File: config.mk
export PLATFORM = sky130hd
export DESIGN_NAME = axis_packet_framer
export DESIGN_NICKNAME = d
export VERILOG_FILES = /design/src/rtl/axis_packet_framer.sv
export SDC_FILE = /design/constraint.sdc
export NUM_CORES = 1
export LEC_CHECK = 0
export ABC_AREA = 1
export BUFFER_PORTS_ARGS = -buffer_cell sky130_fd_sc_hd__buf_2
export CAP_MARGIN = 20
export CORE_ASPECT_RATIO = 0.8
export CORE_MARGIN = 2
export CORE_UTILIZATION = 50
export CTS_CLUSTER_DIAMETER = 50
export DETAILED_ROUTE_END_ITERATION = 10
export HOLD_SLACK_MARGIN = 0.05
export PLACE_DENSITY = 0.64
export SLEW_MARGIN = 40
export SYNTH_ARGS = -nofsm -noshare
export SYNTH_HDL_FRONTEND = slang
export SYNTH_SLANG_ARGS = --single-unit
export TNS_END_PERCENT = 1
File: constraint.sdc
create_clock -name clk -period 3.15 [get_ports clk]
set_clock_uncertainty 0.1 [all_clocks]
set_input_delay 0.315 -clock clk [delete_from_list [all_inputs] [get_ports clk]]
set_output_delay 0.315 -clock clk [all_outputs]
set_load 0.01 [all_outputs]
File: src/rtl/axis_packet_framer.sv
// Frames an unframed AXI-Stream byte stream into fixed-length packets with tlast.
// A flush request zero-pads the current partial packet out to full length.
module axis_packet_framer #(
  parameter int packet_length = 8,
  parameter int data_width    = 8,
  parameter int fifo_depth    = 16
) (
  input  logic                            clk,
  input  logic                            reset_n,
  input  logic [data_width-1:0]           input_tdata,
  input  logic                            input_tvalid,
  output logic                            input_tready,
  input  logic                            flush,
  output logic [data_width-1:0]           output_tdata,
  output logic                            output_tvalid,
  input  logic                            output_tready,
  output logic                            output_tlast,
  output logic [$clog2(fifo_depth):0]     fifo_count,
  output logic [15:0]                     pkt_count,
  output logic                            fsm_state,
  output logic                            flush_pending
);

  localparam int aw = $clog2(fifo_depth);
  localparam int cw = aw + 1;
  localparam int iw = (packet_length > 1) ? $clog2(packet_length) : 1;

  typedef enum logic {STREAM = 1'b0, PAD = 1'b1} state_t;

  state_t                state, state_next;
  logic [data_width-1:0] mem [fifo_depth];
  logic [cw-1:0]         wr_ptr, rd_ptr;
  logic [iw-1:0]         byte_idx;
  logic                  fifo_full, fifo_empty, slot_free, last_idx;
  logic                  wr_en, rd_en, load, flush_clear;
  logic [data_width-1:0] load_data;

  assign fifo_count = wr_ptr - rd_ptr;
  assign fifo_full  = (fifo_count == cw'(fifo_depth));
  assign fifo_empty = (fifo_count == '0);
  // Gated by reset so every output reads 0 while reset is held.
  assign input_tready = reset_n && !fifo_full;
  assign wr_en      = input_tvalid && !fifo_full;
  assign slot_free  = !output_tvalid || output_tready;
  assign last_idx   = (byte_idx == iw'(packet_length - 1));
  assign fsm_state  = (state == PAD);

  // Handshake: a transfer happens on a rising edge where valid && ready;
  // once valid is high, data/last hold until that transfer completes.
  always_comb begin
    state_next  = state;
    rd_en       = 1'b0;
    load        = 1'b0;
    load_data   = '0;
    flush_clear = 1'b0;
    case (state)
      STREAM: begin
        if (slot_free && !fifo_empty) begin
          rd_en     = 1'b1;
          load      = 1'b1;
          load_data = mem[rd_ptr[aw-1:0]];
        end else if (slot_free && flush_pending) begin
          // Flush is only resolved once every accepted byte has left the FIFO.
          flush_clear = 1'b1;
          if (byte_idx != '0) state_next = PAD;
        end
      end
      PAD: begin
        if (slot_free) begin
          load = 1'b1;
          if (last_idx) state_next = STREAM;
        end
      end
      default: state_next = STREAM;
    endcase
  end

  always_ff @(posedge clk) begin
    if (wr_en) mem[wr_ptr[aw-1:0]] <= input_tdata;
  end

  always_ff @(posedge clk or negedge reset_n) begin
    if (!reset_n) begin
      state         <= STREAM;
      wr_ptr        <= '0;
      rd_ptr        <= '0;
      byte_idx      <= '0;
      flush_pending <= 1'b0;
      output_tdata  <= '0;
      output_tvalid <= 1'b0;
      output_tlast  <= 1'b0;
      pkt_count     <= '0;
    end else begin
      state         <= state_next;
      flush_pending <= flush || (flush_pending && !flush_clear);
      if (wr_en) wr_ptr <= wr_ptr + 1'b1;
      if (rd_en) rd_ptr <= rd_ptr + 1'b1;
      if (output_tvalid && output_tready && output_tlast) pkt_count <= pkt_count + 16'd1;
      if (load) begin
        output_tdata  <= load_data;
        output_tvalid <= 1'b1;
        output_tlast  <= last_idx;
        byte_idx      <= last_idx ? '0 : byte_idx + 1'b1;
      end else if (output_tready) begin
        output_tvalid <= 1'b0;
      end
    end
  end

endmodule

==> results of run 1 <==
[cells by family (layout without fill, tap and decap cells)]
family / Yosys count / count (layout) / share of synthesized area (%)
flops: 169 / 169 / 65.01
simple gates: 382 / 382 / 22.48
fa+ha+maj: 14 / 14 / 2.439
compound gates: 25 / 25 / 1.837
buf+inv: 99 / 171 / 5.779
xor+xnor: 21 / 21 / 2.455
[path summary, 6_finish.rpt]
kind                          startpoint       endpoint  slack [ns]  cells after the start
setup / recovery               wr_ptr[0]   input_tready        0.30                      9
hold / removal             output_tready   pkt_count[0]        0.20                      3
setup reg to reg               wr_ptr[0]     mem[15][2]        0.34                     12
hold reg to reg            pkt_count[15]  pkt_count[15]        0.37                      1
max in group asynchronous        reset_n      rd_ptr[0]        2.11                      3
min in group asynchronous        reset_n      fsm_state        0.45                      3
[state kept, by name (all words and copies together) (netlist names)]
register / count
byte_idx: 3
flush_pending: 1
fsm_state: 1
mem: 128
output_tdata: 8
output_tlast: 1
output_tvalid: 1
pkt_count: 16
rd_ptr: 5
wr_ptr: 5
[worst max-delay path: stages, from the launching register on]
cell	delay [ns]
sky130_fd_sc_hd__dfrtp_1	0.38
sky130_fd_sc_hd__inv_1	0.12
sky130_fd_sc_hd__ha_1	0.16
sky130_fd_sc_hd__inv_1	0.06
sky130_fd_sc_hd__fa_1	0.44
sky130_fd_sc_hd__or2_0	0.27
sky130_fd_sc_hd__nor2_2	0.15
sky130_fd_sc_hd__nand3_1	0.12
sky130_fd_sc_hd__and2_2	0.18
sky130_fd_sc_hd__buf_2	0.13
[cell usage in the layout (no fill, tap or decap), types with 2 or more instances in the layout]
master                          synthesis  routed
sky130_fd_sc_hd__nor3_2                 1      11
sky130_fd_sc_hd__nor3_1                16       6
sky130_fd_sc_hd__xnor2_1                9       9
sky130_fd_sc_hd__inv_2                  6       6
sky130_fd_sc_hd__dlygate4sd3_1          0       2
sky130_fd_sc_hd__clkinv_2               0       2
sky130_fd_sc_hd__buf_12                 0       2
sky130_fd_sc_hd__inv_6                  0       3
sky130_fd_sc_hd__nand2_4                2       2
sky130_fd_sc_hd__ha_1                  13      13
sky130_fd_sc_hd__bufinv_16              0       3
sky130_fd_sc_hd__clkinv_1               1       2
sky130_fd_sc_hd__inv_1                 66      66
sky130_fd_sc_hd__clkinvlp_4             0       4
sky130_fd_sc_hd__edfxtp_1             128     128
sky130_fd_sc_hd__o211ai_1               5       5
sky130_fd_sc_hd__nand3_2                2       2
sky130_fd_sc_hd__xor2_1                12      12
sky130_fd_sc_hd__a21oi_1               15      15
sky130_fd_sc_hd__buf_2                 15      46
sky130_fd_sc_hd__nand4_1               10      10
sky130_fd_sc_hd__dfrtp_1               41      40
sky130_fd_sc_hd__buf_4                  4      16
sky130_fd_sc_hd__o21ai_0                4       4
sky130_fd_sc_hd__clkbuf_16              0      17
sky130_fd_sc_hd__nand2_1              208     208
sky130_fd_sc_hd__nand3_1              110     110
sky130_fd_sc_hd__or2_2                  6       6
sky130_fd_sc_hd__nor2_1                20      20
sky130_fd_sc_hd__nor2_2                 4       4
[power by group through the flow]
stage	combinational [W]	clock [W]	sequential [W]
floorplan	0.00192	0	0.00294
global placement	0.00289	0	0.00292
detailed placement	0.00297	0	0.00293
CTS	0.00299	0.00212	0.00289
global route	0.00333	0.00223	0.00292
finish	0.00303	0.00210	0.00289
[cell type report]
type	count	share of cell area, %
clock buffer	17	4.933
clock inverter	15	2.017
inverter	73	3.178
multi-input combinational	442	25.96
sequential	169	56.49
tap	184	2.670
timing repair buffer	66	4.759
[what timing repair did]
action | 4_1_cts | 5_1_grt
resized for setup | 0 | 0
hold buffers | 2 | 0
endpoints found under the hold margin | 42 | 0
[through the flow]
stage | util (%) | area [sq um] | setup slack, ns | total power (W)
CTS | 59.63 | 8613 | 0.05195 | 0.008001
floorplan | - | 7491 | 0.1352 | 0.004861
global route | 59.70 | 8623 | 0.09880 | 0.008483
detailed placement | 55.34 | 7994 | 0.06922 | 0.005897
finish | 59.70 | 8623 | 0.2970 | 0.008017
global placement | 55.07 | 7954 | 0.1520 | 0.005806
[per-layer routing]
layer  up-vias  part of all wire, %
met5         -                    0
met3        24                  9.7
met1      2495                   44
met2       205                   45
li1       2499                    -
met4         0                  1.5
==> out/qor.txt, run 1 <==
run status: finished clean
register area: 4871 sq um
synthesized area divided by synthesized cell count: 10.55 sq um
root buffer cell: sky130_fd_sc_hd__clkbuf_16
final hold violation count: 0
Most Crowded Layer GR: met2
global routing usage on met1: 33.46%
post-detailed-placement half-perimeter wirelength: 12020 um
starting utilization of the core area: 51.86%
total negative setup slack: 0 ns
clock buffer count from CTS: 17
fin cells: 966
Slew headroom: 51.28%
worst min path class: input port to flip-flop
Sw Pwr: 0.003105 W
number of nets produced by synthesis: 737
start-to-end type of the worst setup path: flip-flop to output pin
Final Hold Slack: 0.1994 ns
area leader, netlist: sky130_fd_sc_hd__edfxtp_1
clock tree from TritonCTS: done
IR drop worst, VDD: 532.2 uV
count of endpoints failing setup in the final report: 0
die boundary height: 113.5 um
Internal Pwr Total: 0.004912 W
clock sink count: 169
Final min period: 2.853 ns
Bufs on Longest Clock Path: 2
nature of the critical path endpoint: output pin
maximum number of pins on one net before global-route repair: 73
Switching Fraction: 38.73%
mean number of vias per cell: 5.407
dominant cell by count in the synthesized netlist: sky130_fd_sc_hd__nand2_1
number of top-level design ports: 47
number of pins exceeding their max-slew limit in the final report: 0
synthesized instance count: 710
Sequential Power Share: 36.0%
part of the total power dissipated in the clock network: 26.2%
ratio of final minimum period to clock period: 90.57%
fraction of met3 tracks used by global routing: 7.305%
area share of the largest cell type after synthesis: 51.31%
number of antenna violations at the first check in global routing: 0
register clock-pin slew on the reported worst setup and hold paths: 0.06 ns
cell area after synthesis: 7491 sq um
1st-iter DRT viols: 626
placeable core region: 14440 sq um
number of H-tree branching levels: 4
count of state elements after synthesis: 169
global-route usage over all layers: 23.35%
GRT met2 Usage: 34.63%
vias after detailed routing: 5223
synth cell count leaders: sky130_fd_sc_hd__nand2_1 (208), sky130_fd_sc_hd__edfxtp_1 (128), sky130_fd_sc_hd__nand3_1 (110)
Die W: 140.8 um
count of TritonRoute iterations in the first routing pass: 5
portion of total power attributed to combinational logic: 37.7%
max-cap check violation count: 0
per-cell routed wire length: 18.36 um
data arrival time of the critical path: 2.44 ns
layout overhead on the synthesized area: 15.12%
fraction of layout instances using a drive strength above 1: 16.50%
slew at the pin closest to its max-slew limit: 0.7307 ns
port buffer count: 46
CP Max Fanout: 4
data required time at the worst endpoint: 2.73 ns
unrepaired setup endpoints after global routing: no
Layout Nets: 796
area of the multi-input gates: 2238 sq um
clock insertion delay at the later pin of the skew report: 0.42 ns
Post-Place Cells: 932
Post-synth top flop: sky130_fd_sc_hd__edfxtp_1
GPL Wtd Cong: 0.9009
remaining number of nets flagged by the antenna check after routing: 0
DRT Wirelength: 17730 um
number of enable-type register cells in the synthesized netlist: 128
Synth cell types: 32
total power density per cell area: 929.7 nW/um^2
max frequency: 350.5 MHz
area enclosed by the die boundary: 15980 sq um
dominant cells by area after synthesis: sky130_fd_sc_hd__edfxtp_1 (51%), sky130_fd_sc_hd__dfrtp_1 (14%), sky130_fd_sc_hd__nand2_1 (10%)
count of standard-cell rows: 39
CP Launch Type: flip-flop
async set or reset register ratio after synthesis: 24.26%
post-CTS setup repair buffer count: 0
warning count from the yosys run: 0
Fill cells: 1217
drt drc: 0
leak pwr: 3.686 nW
final global-route overflow total: 0
wire length of the first global-routing pass: 27460 um
Seq/Total Area, Yosys: 65.01%
number of global-route vias before repair: 4962
diode insertion count for antenna repair: 0
(Power assumes the default switching activity.)
==> inputs of run 2 (changes only) <==
--- a/config.mk
+++ b/config.mk
@@ -14,6 +14,7 @@
 export CTS_CLUSTER_DIAMETER = 50
 export DETAILED_ROUTE_END_ITERATION = 10
 export HOLD_SLACK_MARGIN = 0.05
+export MAX_ROUTING_LAYER = met4
 export PLACE_DENSITY = 0.64
 export SLEW_MARGIN = 40
 export SYNTH_ARGS = -nofsm -noshare
==> run 2 against run 1 <==
Net effect:
- non-clock buffer count did not move
- clock-buffer cell count unchanged
- sequential cell count stayed put
- die area unchanged
- sequential share of layout area is the same
- global-route usage rose by 0.75 points
- register-to-register slack gained 0.02 ns
- core utilization is the same
- cell count did not move
- combinational power is essentially flat
- clock power is essentially flat
- sequential power hardly changed
- critical endpoint unchanged
- largest power group unchanged
==> out/qor.txt, run 2 (synthesis gave the netlist of run 1 again) <==
run status: finished clean
slew at the pin closest to its max-slew limit: 0.7303 ns
start-to-end type of the worst setup path: flip-flop to output pin
count of cells resized by post-cts repair: 0
per-cell routed wire length: 18.39 um
nature of the critical path endpoint: output pin
number of top-level design ports: 47
port buffer count: 46
count of standard-cell rows: 39
remaining number of nets flagged by the antenna check after routing: 0
vias after detailed routing: 5283
count of endpoints failing setup in the final report: 0
CP Max Fanout: 4
slowest library cell on the worst path: sky130_fd_sc_hd__fa_1
Die W: 140.8 um
die boundary height: 113.5 um
root buffer cell: sky130_fd_sc_hd__clkbuf_16
register clock-pin slew on the reported worst setup and hold paths: 0.07 ns
total power density per cell area: 930.0 nW/um^2
data arrival time of the critical path: 2.45 ns
number of global-route vias before repair: 4952
maximum number of pins on one net before global-route repair: 73
Bufs on Longest Clock Path: 2
diode insertion count for antenna repair: 0
count of TritonRoute iterations in the first routing pass: 6
starting utilization of the core area: 51.86%
cell chain of the critical path: inv_1 > ha_1 > inv_1 > fa_1 > or2_0 > nor2_2 > nand3_1 > and2_2 > buf_2
flip-flop count of the largest register after layout: 128
cell mode on critical path: sky130_fd_sc_hd__inv_1
clock tree from TritonCTS: done
Final min period: 2.861 ns
DRT Wirelength: 17760 um
total negative setup slack: 0 ns
global-route usage over all layers: 24.10%
clock sink count: 169
sum of buffers and inverters on the critical path: 3
hold-fix buffers at CTS: 2
unrepaired setup endpoints after global routing: no
ratio of final minimum period to clock period: 90.83%
data required time at the worst endpoint: 2.73 ns
register area: 4871 sq um
final global-route overflow total: 0
fraction of layout instances using a drive strength above 1: 16.50%
most common cell after layout, fill and taps aside: sky130_fd_sc_hd__nand2_1
drt drc: 0
number of pins exceeding their max-slew limit in the final report: 0
placeable core region: 14440 sq um
post-detailed-placement half-perimeter wirelength: 12020 um
IR drop worst, VDD: 524.3 uV
area of the multi-input gates: 2238 sq um
Layout Nets: 796
max frequency: 349.5 MHz
final hold violation count: 0
number of antenna violations at the first check in global routing: 0
Fill cells: 1217
Final Hold Slack: 0.2005 ns
worst min path class: input port to flip-flop
dominant delay contributor by cell family on the critical path: simple AND/OR/NAND/NOR gates
mean number of vias per cell: 5.469
area enclosed by the die boundary: 15980 sq um
clock buffer count from CTS: 17
GPL Wtd Cong: 0.9163
Slew headroom: 51.31%
max-cap check violation count: 0
number of H-tree branching levels: 4
1st-iter DRT viols: 573
CP Launch Type: flip-flop
layout overhead on the synthesized area: 15.12%
commonest cells after routing, fill and taps aside: sky130_fd_sc_hd__nand2_1 (208), sky130_fd_sc_hd__edfxtp_1 (128), sky130_fd_sc_hd__nand3_1 (110)
post-CTS setup repair buffer count: 0
leak pwr: 3.686 nW
wire length of the first global-routing pass: 27470 um
worst stage delay on the critical path: 0.45 ns
clock insertion delay at the later pin of the skew report: 0.43 ns
## run 2: cell counts in the layout (fill, tap and decap cells not counted)
No cell type changed its count.
## run 2: cell type report
class	instances	share of cell area, %
inverters	73	3.178
clock buffers	17	4.933
flip-flops and latches	169	56.49
well taps	184	2.670
clock inverters	15	2.017
multi-input cells	442	25.96
repair buffers	66	4.759
## run 2: path summary, 6_finish.rpt
path / cells past startpoint / end / startpoint / slack (ns)
worst max register to register: 12 / mem[15][5] / wr_ptr[0] / 0.36
max in group asynchronous: 3 / rd_ptr[0] / reset_n / 2.11
worst min-delay path: 3 / pkt_count[0] / output_tready / 0.20
worst min register to register: 1 / pkt_count[15] / pkt_count[15] / 0.37
worst max-delay path: 9 / input_tready / wr_ptr[0] / 0.29
min in group asynchronous: 3 / fsm_state / reset_n / 0.45
## run 2: metal layers
layer	vias up	GRT usage, %	wire, um
met3	28	7.431	1726
met1	2509	33.63	7872
met2	247	34.44	7876
met4	0	7.000	288
li1	2499	-	-
met5	-	-	0
## run 2: per-stage QoR
step	instances	area (sq um)	utilization [%]	power [W]	setup slack [ns]
2_1_floorplan	710	7491	-	0.004861	0.1352
3_3_place_gp	932	7954	55.07	0.005806	0.1520
3_5_place_dp	932	7994	55.34	0.005897	0.06922
4_1_cts	966	8613	59.63	0.008001	0.05195
5_1_grt	966	8623	59.70	0.008486	0.09876
6_report	966	8623	59.70	0.008020	0.2890
## run 2: report_power, final
part,switching [W],leakage [nW],internal [W],total (W)
Clock,0.000855,0.280,0.00125,0.00210
Sequential,0.000162,1.68,0.00272,0.00289
Combinational,0.00209,1.73,0.000942,0.00303
## run 2: tightest hold or removal path: stages
cell                      delay, ns
sky130_fd_sc_hd__buf_2         0.11
sky130_fd_sc_hd__nand3_2       0.17
sky130_fd_sc_hd__xnor2_1       0.09
